`config.mk`:
```
export PLATFORM = sky130hd
export DESIGN_NAME = dff_ctrl_seq
export DESIGN_NICKNAME = d
export VERILOG_FILES = /design/src/rtl/dff_ctrl_pkg.sv /design/src/rtl/dff_ctrl_sync.sv /design/src/rtl/dff_ctrl_seq.sv
export SDC_FILE = /design/constraint.sdc
export NUM_CORES = 1
export LEC_CHECK = 0
export ABC_CLOCK_PERIOD_IN_PS = 1600
export BUFFER_PORTS_ARGS = -buffer_cell sky130_fd_sc_hd__buf_4
export CAP_MARGIN = 20
export CORE_MARGIN = 1
export CORE_UTILIZATION = 30
export CTS_BUF_LIST = sky130_fd_sc_hd__clkbuf_2 sky130_fd_sc_hd__clkbuf_4 sky130_fd_sc_hd__clkbuf_8
export CTS_CLUSTER_DIAMETER = 120
export DETAILED_ROUTE_END_ITERATION = 8
export GPL_TIMING_DRIVEN = 0
export PLACE_DENSITY = 0.46
export REMOVE_ABC_BUFFERS = 1
export SYNTH_ARGS = -nofsm -noshare
export SYNTH_HDL_FRONTEND = slang
export SYNTH_SLANG_ARGS = --single-unit
export TNS_END_PERCENT = 1
```
`constraint.sdc`:
```
create_clock -name clock -period 1.6 [get_ports clock]
set_clock_uncertainty 0.2 [all_clocks]
set_input_delay 0 -clock clock [delete_from_list [all_inputs] [get_ports clock]]
set_output_delay 0 -clock clock [all_outputs]
set_load 0.005 [all_outputs]
```
`src/rtl/dff_ctrl_pkg.sv`:
```
// Shared types and helpers for the DFF preset/clear control sequencer.
// The optional conflict counter in dff_ctrl_seq is built only when DFF_CTRL_SEQ_CONF_CNT_EN is defined.
package dff_ctrl_pkg;

  typedef enum logic [1:0] {
    READY   = 2'd0,
    PULSE   = 2'd1,
    RECOVER = 2'd2
  } state_t;

  typedef enum logic {
    KIND_CLR = 1'b0,
    KIND_SET = 1'b1
  } kind_t;

  // One bit of headroom so the pulse counter can saturate at PW_CYC itself.
  function automatic int cnt_width(input int a, input int b);
    return $clog2((a > b) ? a : b) + 1;
  endfunction

endpackage

```
`src/rtl/dff_ctrl_sync.sv`:
```
// Multi-stage synchroniser for one active-low asynchronous request pin.
// It resets to all ones, which is the idle (released) level of the request.
module dff_ctrl_sync
  import dff_ctrl_pkg::*;
#(
  parameter int STAGES = 2
) (
  input  logic clock,
  input  logic preset,
  input  logic i_d,
  output logic o_q
);

  logic [STAGES-1:0] r_sync;

  always_ff @(posedge clock or negedge preset) begin
    if (!preset) begin
      r_sync <= '1;
    end else begin
      r_sync <= {r_sync[STAGES-2:0], i_d};
    end
  end

  assign o_q = r_sync[STAGES-1];

endmodule

```
`src/rtl/dff_ctrl_seq.sv`:
```
// Sequencer producing glitch-free, mutually exclusive active-low clear/preset pulses for the DFF cell.
// Define DFF_CTRL_SEQ_CONF_CNT_EN to add the saturating conf_cnt port counting cycles with both requests active.
//
// state   | meaning
// READY   | both controls released and recovered, enable=1
// PULSE   | selected control low, at least PW_CYC cycles and while its request is held
// RECOVER | both controls high, counting REC_CYC cycles before enable rises
module dff_ctrl_seq
  import dff_ctrl_pkg::*;
#(
  parameter int SYNC_STAGES = 2,
  parameter int PW_CYC      = 3,
  parameter int REC_CYC     = 2
`ifdef DFF_CTRL_SEQ_CONF_CNT_EN
  ,
  parameter int CNT_W       = 8
`endif
) (
  input  logic             clock,
  input  logic             preset,
  input  logic             clr_req_n,
  input  logic             set_req_n,
  output logic             clear_o,
  output logic             preset_o,
  output logic             enable,
  output logic             busy
`ifdef DFF_CTRL_SEQ_CONF_CNT_EN
  ,
  output logic [CNT_W-1:0] conf_cnt
`endif
);

  localparam int CW = cnt_width(PW_CYC, REC_CYC);
  localparam logic [CW-1:0] PW_LAST  = CW'(PW_CYC - 1);
  localparam logic [CW-1:0] PW_MAX   = CW'(PW_CYC);
  localparam logic [CW-1:0] REC_LAST = CW'(REC_CYC - 1);

  logic w_clr_sync_n;
  logic w_set_sync_n;
  logic w_clr_s;
  logic w_set_s;
  logic w_kind_req;

  state_t        r_state;
  kind_t         r_kind;
  logic [CW-1:0] r_cnt;
  logic          r_clear_n;
  logic          r_preset_n;
  logic          r_enable;
  logic          r_busy;

  dff_ctrl_sync #(.STAGES(SYNC_STAGES)) u_sync_clr (
    .clock  (clock),
    .preset (preset),
    .i_d    (clr_req_n),
    .o_q    (w_clr_sync_n)
  );

  dff_ctrl_sync #(.STAGES(SYNC_STAGES)) u_sync_set (
    .clock  (clock),
    .preset (preset),
    .i_d    (set_req_n),
    .o_q    (w_set_sync_n)
  );

  assign w_clr_s    = ~w_clr_sync_n;
  assign w_set_s    = ~w_set_sync_n;
  assign w_kind_req = (r_kind == KIND_CLR) ? w_clr_s : w_set_s;

  // Outputs are decoded from the next state in the same edge, so they are pure flops.
  always_ff @(posedge clock or negedge preset) begin
    if (!preset) begin
      r_state    <= PULSE;
      r_kind     <= KIND_CLR;
      r_cnt      <= '0;
      r_clear_n  <= 1'b0;
      r_preset_n <= 1'b1;
      r_enable   <= 1'b0;
      r_busy     <= 1'b1;
    end else begin
      case (r_state)
        READY, RECOVER: begin
          if (w_clr_s || w_set_s) begin
            r_state    <= PULSE;
            r_kind     <= w_clr_s ? KIND_CLR : KIND_SET;
            r_cnt      <= '0;
            r_clear_n  <= ~w_clr_s;
            r_preset_n <= w_clr_s;
            r_enable   <= 1'b0;
            r_busy     <= 1'b1;
          end else if (r_state == RECOVER) begin
            if (r_cnt == REC_LAST) begin
              r_state  <= READY;
              r_cnt    <= '0;
              r_enable <= 1'b1;
              r_busy   <= 1'b0;
            end else begin
              r_cnt <= r_cnt + 1'b1;
            end
          end
        end
        PULSE: begin
          // A held request keeps the pulse going; the counter parks at PW_CYC.
          if ((r_cnt >= PW_LAST) && !w_kind_req) begin
            r_state    <= RECOVER;
            r_cnt      <= '0;
            r_clear_n  <= 1'b1;
            r_preset_n <= 1'b1;
          end else if (r_cnt != PW_MAX) begin
            r_cnt <= r_cnt + 1'b1;
          end
        end
        default: begin
          r_state    <= RECOVER;
          r_cnt      <= '0;
          r_clear_n  <= 1'b1;
          r_preset_n <= 1'b1;
          r_enable   <= 1'b0;
          r_busy     <= 1'b1;
        end
      endcase
    end
  end

  assign clear_o  = r_clear_n;
  assign preset_o = r_preset_n;
  assign enable   = r_enable;
  assign busy     = r_busy;

`ifdef DFF_CTRL_SEQ_CONF_CNT_EN
  logic [CNT_W-1:0] r_conf_cnt;

  always_ff @(posedge clock or negedge preset) begin
    if (!preset) begin
      r_conf_cnt <= '0;
    end else if (w_clr_s && w_set_s && (r_conf_cnt != '1)) begin
      r_conf_cnt <= r_conf_cnt + 1'b1;
    end
  end

  assign conf_cnt = r_conf_cnt;
`endif

endmodule

```
# Word-level counts from Yosys, hierarchy flattened

Index checks and enable logic that the tools add are counted.

Register bits: 14
Bits of input ports: 4
Word-level logic and storage cells: 59

$add $sub $neg: 1
$lt $le $gt $ge: 1
Eq/ne operators: 9
Mux-type cells: 26
Bitwise operators: 3
Reduce and logical (&&, ||, !) cells: 10

Operators by type and width:

| operator                                                                            | count |
|---|---|
| 3-bit two-way mux                                                                   | 5 |
| 1-bit two-way mux                                                                   | 11 |
| 3-bit != test, second input constant                                                | 3 |
| 2-bit two-way mux                                                                   | 4 |
| 1-bit one-hot mux with 2 select lines                                               | 4 |
| 3-bit one-hot mux with 2 select lines                                               | 1 |
| 2-bit AND reduction                                                                 | 3 |
| 3-bit AND reduction                                                                 | 2 |
| 2-bit != test, second input constant                                                | 2 |
| 2-bit one-hot mux with 2 select lines                                               | 1 |
| 3-bit by 1-bit adder with 3-bit output, second input constant                       | 1 |
| 3-bit by 1-bit equality test with 1-bit output, second input constant               | 1 |
| 3-bit by 2-bit greater-or-equal comparator with 1-bit output, second input constant | 1 |
| 3-bit by 2-bit != test with 1-bit output, second input constant                     | 1 |
| 1-bit inverter                                                                      | 3 |
| 2-bit by 1-bit equality test with 1-bit output, second input constant               | 1 |
| 2-bit equality test, second input constant                                          | 1 |
| 2-bit logical NOT                                                                   | 1 |
| 2-bit OR reduction                                                                  | 1 |
| 1-bit logical AND                                                                   | 1 |
| 1-bit logical NOT                                                                   | 1 |
| 1-bit logical OR                                                                    | 1 |

# Longest topological paths before layout

Gate-level depths: netlist of run 1.

Word-level depth: 6
Depth in mapped cells: 6

# Cells and area by module

Synthesis of run 1 repeated with hierarchy kept, for this count alone.

Cell total of the unflattened synthesis: 59
Area total of the unflattened synthesis: 656.9 um^2

Modules (own cells, without submodules):

| module        | instances | cells an instance | area each (um^2) | seq. area each (um^2) |
|---|---|---|---|---|
| dff_ctrl_seq  | 1         | 55                | 551.8            | 254.0 |
| dff_ctrl_sync | 2         | 2                 | 52.6             | 52.6 |

# Worst setup path after synthesis of run 1

No wires, ideal clock.

Path kind: register to register
Start: register r_cnt[0]
End: register r_cnt[1]
Arrival time: 1353 ps
Data required time: 1275 ps
Setup slack: -78 ps
Cell stages (with the launch flop): 7
Path buffers: 0
Path through: dfrtp_1 inv_1 ha_1 nor3_2 nor2_2 o22ai_2 mux2_4

Longest elaborated chain between the ends: 5
Elaborated cells between the ends (all ways): 13

Ends and longest elaborated chain:

| element                                                                                                  | line                                                        | RTL |
|---|---|---|
| start, declared                                                                                          | dff_ctrl_seq.sv:46                                          | `logic [CW-1:0] r_cnt;` |
| start signal, assigned                                                                                   | dff_ctrl_seq.sv:98                                          | `r_cnt <= r_cnt + 1'b1;` |
| start signal, assigned                                                                                   | dff_ctrl_seq.sv:110                                         | `r_cnt <= r_cnt + 1'b1;` |
| 3-bit by 1-bit adder with 3-bit output or 3-bit by 1-bit equality test with 1-bit output (tied branches) | dff_ctrl_seq.sv:98, dff_ctrl_seq.sv:110, dff_ctrl_seq.sv:92 |  |
| 3-bit two-way mux                                                                                        | dff_ctrl_seq.sv:92                                          | `if (r_cnt == REC_LAST) begin` |
| 3-bit two-way mux                                                                                        | dff_ctrl_seq.sv:91                                          | `end else if (r_state == RECOVER) begin` |
| 3-bit two-way mux                                                                                        | dff_ctrl_seq.sv:83                                          | `if (w_clr_s \|\| w_set_s) begin` |
| 3-bit one-hot mux with 2 select lines                                                                    | dff_ctrl_seq.sv:81                                          | `case (r_state)` |

Parallel ways exist; a longest one is shown, timed or not. The select of a mux whose other input is x is not followed.
A chain may end at the register's enable or synchronous reset.

# Worst setup path in the final report of run 1

Start: register r_cnt[1]
End: register r_cnt[0]

Longest elaborated chain between the ends: 5
Elaborated cells between the ends (all ways): 11

Ends and longest elaborated chain:

| element                                        | line |
|---|---|
| 3-bit by 1-bit equality test with 1-bit output | dff_ctrl_seq.sv:92 |
| 3-bit two-way mux                              | dff_ctrl_seq.sv:92 |
| 3-bit two-way mux                              | dff_ctrl_seq.sv:91 |
| 3-bit two-way mux                              | dff_ctrl_seq.sv:83 |
| 3-bit one-hot mux with 2 select lines          | dff_ctrl_seq.sv:81 |

Parallel ways exist; a longest one is shown, timed or not. The select of a mux whose other input is x is not followed.

==> summary.txt, run 1 <==
Pwr
  – Static leakage power: 0.000437 uW
  – Power Total: 1570 uW
  – Power per cell area: 1600 mW/mm^2
  – Max VDD drop: 777 uV

Placed design
  – Hpwl dp: 829 um
  – Placed insts: 94
  – Placer congestion estimate: 0.668
  – Port buffer count: 7

Final layout
  – Fill cell count: 219
  – # diodes: 0
  – Commonest non-fill, non-tap cell in the layout: buf_4
  – Synth-to-Final Area Change: 37.5%
  – Layout cells sized above 1: 50.6%
  – Nets: 90
  – Most frequent cells in the layout: 14 x buf_4, 7 x dfstp_2, 6 x nor2_1, 6 x dfrtp_1, 5 x a21oi_1
  – Post-Layout Cell Count: 109

Drt
  – Antenna-violating nets left: 0
  – Routed wl met3: 56 um
  – WL per Instance: 12.0 um
  – M1 WL: 649 um
  – Routed wl met2: 584 um
  – Max Used Layer: met4
  – First DRT Iteration DRCs: 3
  – Vias: 500
  – Drt drc: 0
  – Post-Route WL: 1310 um
  – Vias per Instance: 4.59
  – 1st-pass router iterations: 3

Worst setup path
  – Critical path class: register to register
  – Delay-heaviest family, CP: flip-flops
  – CP Buf/Inv Count: 1
  – CP max stage cell: dfrtp_2
  – Most used cell, CP: ha_4
  – Setup crit end kind: register
  – CP Launch Type: register
  – Max incr delay on CP: 0.47 ns
  – Required @ worst endpoint: 1.56 ns
  – Worst-path cell chain: ha_4 -> ha_4 -> nand3b_1 -> o22ai_2 -> buf_4 -> mux2_4
  – Worst-path fanout max: 5
  – Arr. time, crit path: 1.68 ns

Flow run
  – Max Cap Violations: 0

Global route
  – Largest net degree at the start of global routing: 11
  – Initial antenna violation count: 0
  – Grt ovf: 0
  – Number of global-route vias before repair: 487
  – Total track usage: 12.3%
  – First-pass GRT wire length: 2220 um

Timing
  – Final worst-path cycle share: 107%
  – FMAX: 582 MHz
  – Rel. slew slack: 75.1%
  – RSZ-0062 raised after global routing: true
  – Pins Over Slew Limit: 0
  – Worst Slack Setup Final: -0.119 ns
  – Final setup violation count: 3
  – Final Hold Vio Count: 0
  – Final Critical Period: 1.72 ns
  – Slew @ Worst Pin: 0.372 ns

Floorplan
  – Die height: 50.7 um
  – Initial core utilization: 32.1%
  – Die area: 0.00257 sq mm
  – FP Rows: 17
  – Die width: 50.7 um
  – CORE AREA: 0.00221 sq mm
  – Io pins: 8

Clocking
  – H-tree levels: 1
  – CTS tree: done
  – TritonCTS Buffers: 3
  – Root buf cell: clkbuf_4
  – Clock slew at reported path FFs: 0.08 ns
  – Insertion delay to the later sink of the worst-skew pair: 0.28 ns
  – Clk buf depth: 2
  – Clk sinks: 14

Status
  – Failing checks: setup timing
  – Status: finished, violations left

Logic synthesis
  – Avg Cell Area, Syn: 11.8 sq um
  – Synth warn: 0
  – Synthesized instance count: 60
  – Yosys reg bits: 14
  – Mapped Area: 711 sq um
  – Sequential-to-total area share from yosys stat: 50.5%
  – Post-synth cell types: 28

Hold path
  – Min-Delay Path Class: input port to asynchronous set/reset pin
==> worst paths after layout <==
kind,start,to,slack (ns),cells after the start
worst max-delay path,r_cnt[1]$_DFFE_PN0P_,r_cnt[0]$_DFFE_PN0P_,-0.12,6
worst min-delay path,preset,preset_o$_DFFE_PN1P_,0.05,2
min in group clock,u_sync_clr.r_sync[0]$_DFF_PN1_,u_sync_clr.r_sync[1]$_DFF_PN1_,0.16,0
worst max register to register,r_cnt[1]$_DFFE_PN0P_,r_cnt[0]$_DFFE_PN0P_,-0.12,6
worst min register to register,u_sync_clr.r_sync[0]$_DFF_PN1_,u_sync_clr.r_sync[1]$_DFF_PN1_,0.16,0
max in group asynchronous,preset,r_cnt[1]$_DFFE_PN0P_,0.33,3
==> repair_timing <==
item	4_1_cts	5_1_grt
resized for setup	10	1
buffers inserted	7	0
pin swaps	7	1
hold buffers	4	0
endpoints found under the setup margin	3	6
hold endpoints to repair	16	0
==> through the flow <==
| stage | setup WS [ns] | hold slack [ns] | utilization, % | cell area (sq um) | setup TNS (ns) |
|---|---|---|---|---|---|
| floorplan | -0.0783 | -0.496 | - | 706 | -0.0783 |
| global placement | -0.207 | -0.337 | 35.9 | 793 | -0.369 |
| detailed placement | -0.212 | -0.338 | 35.9 | 793 | -0.377 |
| CTS | -0.122 | 0.0414 | 44.1 | 975 | -0.286 |
| global route | -0.196 | 0.0670 | 44.2 | 977 | -0.599 |
| finish | -0.119 | 0.0452 | 44.2 | 977 | -0.285 |
==> cells in the mapped netlist <==
library cell | number | area [sq um]
dfrtp_1 | 7 | 175
dfstp_2 | 7 | 184
nor2_1 | 6 | 22.5
a21oi_1 | 5 | 25.0
inv_1 | 5 | 18.8
ha_1 | 4 | 50.1
a22o_1 | 2 | 17.5
mux2_4 | 2 | 30.0
nand2_1 | 2 | 7.51
nand2b_1 | 2 | 12.5
a21o_1 | 1 | 7.51
a21o_2 | 1 | 8.76
a2bb2oi_1 | 1 | 8.76
and2b_1 | 1 | 7.51
buf_2 | 1 | 5.00
mux2i_2 | 1 | 13.8
nand3b_1 | 1 | 7.51
nand3b_4 | 1 | 20.0
nor2_2 | 1 | 6.26
nor3_2 | 1 | 10.0
o21ai_0 | 1 | 5.00
o21ai_2 | 1 | 8.76
o22a_1 | 1 | 8.76
o22ai_1 | 1 | 6.26
o22ai_2 | 1 | 12.5
o2bb2ai_2 | 1 | 15.0
or2b_1 | 1 | 7.51
or3b_1 | 1 | 8.76
==> cell type report <==
cell class	instances	area, sq um	share of cell area, %
multi-input cells	40	382	39.1
flip-flops and latches	14	360	36.9
repair buffers	18	145	14.9
clock buffers	4	36.3	3.71
well taps	28	35.0	3.59
inverters	5	18.8	1.92
==> metal layers <==
| metal | track usage [%] | up-vias |
|---|---|---|
| li1 | - | 252 |
| met1 | 14.8 | 237 |
| met2 | 19.3 | 9 |
| met3 | 5.45 | 2 |
| met4 | 4.17 | 0 |
| met5 | 0 | - |
==> sequential cells by signal, summed over array words and instances, names as in the netlist <==
name,count
busy,1
clear_o,1
r_state,2
r_cnt,3
r_kind,1
preset_o,1
u_sync_clr.r_sync,2
enable,1
u_sync_set.r_sync,2
==> worst register-to-register path, cell delays in order (launching register included) <==
cell,delay (ns)
dfrtp_2,0.47
ha_4,0.19
ha_4,0.15
nand3b_1,0.08
o22ai_2,0.09
buf_4,0.16
mux2_4,0.26
==> power by group <==
part	total (uW)	internal, uW	switching, uW
registers	608	479	129
logic	710	407	302
clock network	250	138	111
total	1570	1020	542
==> logic make-up (layout without fill, tap and decap cells) <==
kind of cell / Yosys count / count (layout) / synth area share (%)
AOI/OAI and AO/OA: 16 / 16 / 17.4
adders and majority gates: 4 / 4 / 7.04
muxes: 3 / 3 / 6.16
and+or+nand+nor: 17 / 17 / 15.5
DFF: 14 / 14 / 50.5
buffers and inverters: 6 / 27 / 3.34
Power figures use the tool's default switching activity.
==> run 2: changes to the inputs <==
--- a/config.mk
+++ b/config.mk
@@ -9,12 +9,13 @@
 export BUFFER_PORTS_ARGS = -buffer_cell sky130_fd_sc_hd__buf_4
 export CAP_MARGIN = 20
 export CORE_MARGIN = 1
-export CORE_UTILIZATION = 30
+export CORE_UTILIZATION = 35
 export CTS_BUF_LIST = sky130_fd_sc_hd__clkbuf_2 sky130_fd_sc_hd__clkbuf_4 sky130_fd_sc_hd__clkbuf_8
 export CTS_CLUSTER_DIAMETER = 120
 export DETAILED_ROUTE_END_ITERATION = 8
 export GPL_TIMING_DRIVEN = 0
-export PLACE_DENSITY = 0.46
+export HOLD_SLACK_MARGIN = 0.15
+export PLACE_DENSITY = 0.52
 export REMOVE_ABC_BUFFERS = 1
 export SYNTH_ARGS = -nofsm -noshare
 export SYNTH_HDL_FRONTEND = slang
==> summary.txt, run 2 (synthesis gave the netlist of run 1 again) <==
Timing
  – Final Critical Period: 1.72 ns
  – Setup TNS: -0.292 ns
  – Pins Over Slew Limit: 0
  – Final worst-path cycle share: 108%
  – Rel. slew slack: 81.7%
  – Slew @ Worst Pin: 0.269 ns
  – Final Hold Vio Count: 0
  – RSZ-0062 raised after global routing: true
  – Worst Slack Setup Final: -0.122 ns
  – Final setup violation count: 3
  – FMAX: 581 MHz

Placed design
  – Placer congestion estimate: 0.689
  – Hpwl dp: 753 um
  – Port buffer count: 7
  – DP Worst Slack: -0.206 ns
  – DP Area: 790 sq um

Clocking
  – Root buf cell: clkbuf_4
  – Clk sinks: 14
  – CTS tree: done
  – Insertion delay to the later sink of the worst-skew pair: 0.27 ns
  – H-tree levels: 1
  – Clk buf depth: 2
  – Clock slew at reported path FFs: 0.09 ns
  – TritonCTS Buffers: 3

Pwr
  – Clock group share of total power: 16.6%
  – Pint: 990 uW
  – Psw: 504 uW
  – Sw Share: 33.7%
  – Max VDD drop: 622 uV
  – Seq pwr share: 39.8%
  – Static leakage power: 0.000431 uW
  – Comb pwr share: 43.6%
  – Power per cell area: 1580 mW/mm^2

Hold path
  – Min-Delay Path Class: register to register

Final layout
  – Synth-to-Final Area Change: 32.7%
  – Fill cell count: 159
  – Layout cells sized above 1: 48.8%
  – Post-route design area: 943 sq um
  – Top reg by flops: r_cnt
  – Max reg flops: 3
  – Commonest non-fill, non-tap cell in the layout: buf_4
  – Nets: 89
  – # diodes: 0
  – Most frequent cells in the layout: 13 x buf_4, 7 x dfstp_2, 6 x nor2_1, 6 x dfrtp_1, 5 x a21oi_1

Drt
  – First DRT Iteration DRCs: 2
  – Vias: 497
  – Drt drc: 0
  – Vias per Instance: 4.73
  – 1st-pass router iterations: 3
  – Post-Route WL: 1170 um
  – Antenna-violating nets left: 0
  – WL per Instance: 11.1 um

Worst setup path
  – Arr. time, crit path: 1.68 ns
  – Max incr delay on CP: 0.45 ns
  – Critical path class: register to register
  – Worst-path fanout max: 4
  – CP max stage cell: dfrtp_2
  – Setup crit end kind: register
  – Required @ worst endpoint: 1.56 ns
  – Most used cell, CP: ha_2
  – Worst-path cell chain: ha_2 -> ha_2 -> nand3b_1 -> o22ai_2 -> buf_4 -> mux2_4
  – CP Launch Type: register

Global route
  – Grt ovf: 0
  – Largest net degree at the start of global routing: 15
  – Number of global-route vias before repair: 450
  – First-pass GRT wire length: 1960 um
  – Initial antenna violation count: 0
  – Total track usage: 13.2%

Floorplan
  – Initial core utilization: 39.0%
  – CORE AREA: 0.00182 sq mm
  – Die area: 0.00221 sq mm
  – Io pins: 8
  – FP Rows: 15
  – Die height: 47.1 um
  – Die width: 47.1 um

Status
  – Status: finished, violations left
  – Failing checks: setup timing

Flow run
  – Max Cap Violations: 0
[run 2: changes by cell type in the layout (fill, tap and decap cells not counted)]
cell	change
ha_2	+1
buf_4	-1
ha_4	-2
ha_1	+1
[run 2: worst max-delay path, delay by kind of cell (launching register included)]
kind	cells	cell delay (ns)
flip-flops	1	0.45
adder cells (fa/ha/maj)	2	0.35
multiplexers	1	0.26
buffers and inverters	1	0.16
AO/OA/AOI/OAI	1	0.10
AND/OR/NAND/NOR	1	0.09
[run 2: area by class of cell]
| class | instances | area, sq um | area share, % |
|---|---|---|---|
| Tap cell | 25 | 31.3 | 3.32 |
| Clock buffer | 4 | 36.3 | 3.85 |
| Sequential cell | 14 | 360 | 38.2 |
| Multi-Input combinational cell | 40 | 359 | 38.1 |
| Timing Repair Buffer | 17 | 138 | 14.6 |
| Inverter | 5 | 18.8 | 1.99 |
[run 2: final timing paths]
| kind | depth (start not counted) | slack [ns] | startpoint | endpoint |
|---|---|---|---|---|
| worst max-delay path | 6 | -0.12 | r_cnt[1]$_DFFE_PN0P_ | r_cnt[0]$_DFFE_PN0P_ |
| worst min-delay path | 0 | 0.16 | u_sync_clr.r_sync[0]$_DFF_PN1_ | u_sync_clr.r_sync[1]$_DFF_PN1_ |
| worst max register to register | 6 | -0.12 | r_cnt[1]$_DFFE_PN0P_ | r_cnt[0]$_DFFE_PN0P_ |
| worst min register to register | 0 | 0.16 | u_sync_clr.r_sync[0]$_DFF_PN1_ | u_sync_clr.r_sync[1]$_DFF_PN1_ |
| max in group asynchronous | 4 | 0.44 | preset | u_sync_clr.r_sync[1]$_DFF_PN1_ |
| min in group asynchronous | 4 | 0.52 | preset | r_cnt[1]$_DFFE_PN0P_ |
[run 2: routing by layer]
layer,vias to the layer above,global-route usage [%],share of wire [%]
met5,-,0,0
met1,239,18.4,52
li1,249,-,-
met4,0,6.86,1.6
met3,2,2.31,2.1
met2,7,19.7,44
[run 2: what timing repair did]
| action | in CTS | in global routing |
|---|---|---|
| pin swaps | 4 | 1 |
| hold buffers | 4 | 1 |
| endpoints found under the hold margin | 16 | 7 |
| gates resized for setup | 8 | 1 |
| cloned | 0 | 0 |
| buffers inserted | 5 | 0 |
| setup endpoints to repair | 3 | 6 |
[run 2: stage by stage]
step	total power [uW]	hold WS [ns]	instances	util, %
final	1490	0.158	105	51.8
after global routing	1630	0.160	105	51.8
after CTS	1520	0.161	104	51.4
after detailed placement	1150	-0.341	91	43.4
after global placement	1140	-0.340	91	43.4
after floorplan	1000	-0.496	59	-
[run 2: power groups by stage]
stage | Combinational [uW] | Clock, uW | Sequential (uW)
global placement | 547 | 0 | 598
global route | 733 | 279 | 618
floorplan | 428 | 0 | 575
CTS | 659 | 263 | 595
detailed placement | 548 | 0 | 601
finish | 651 | 248 | 595
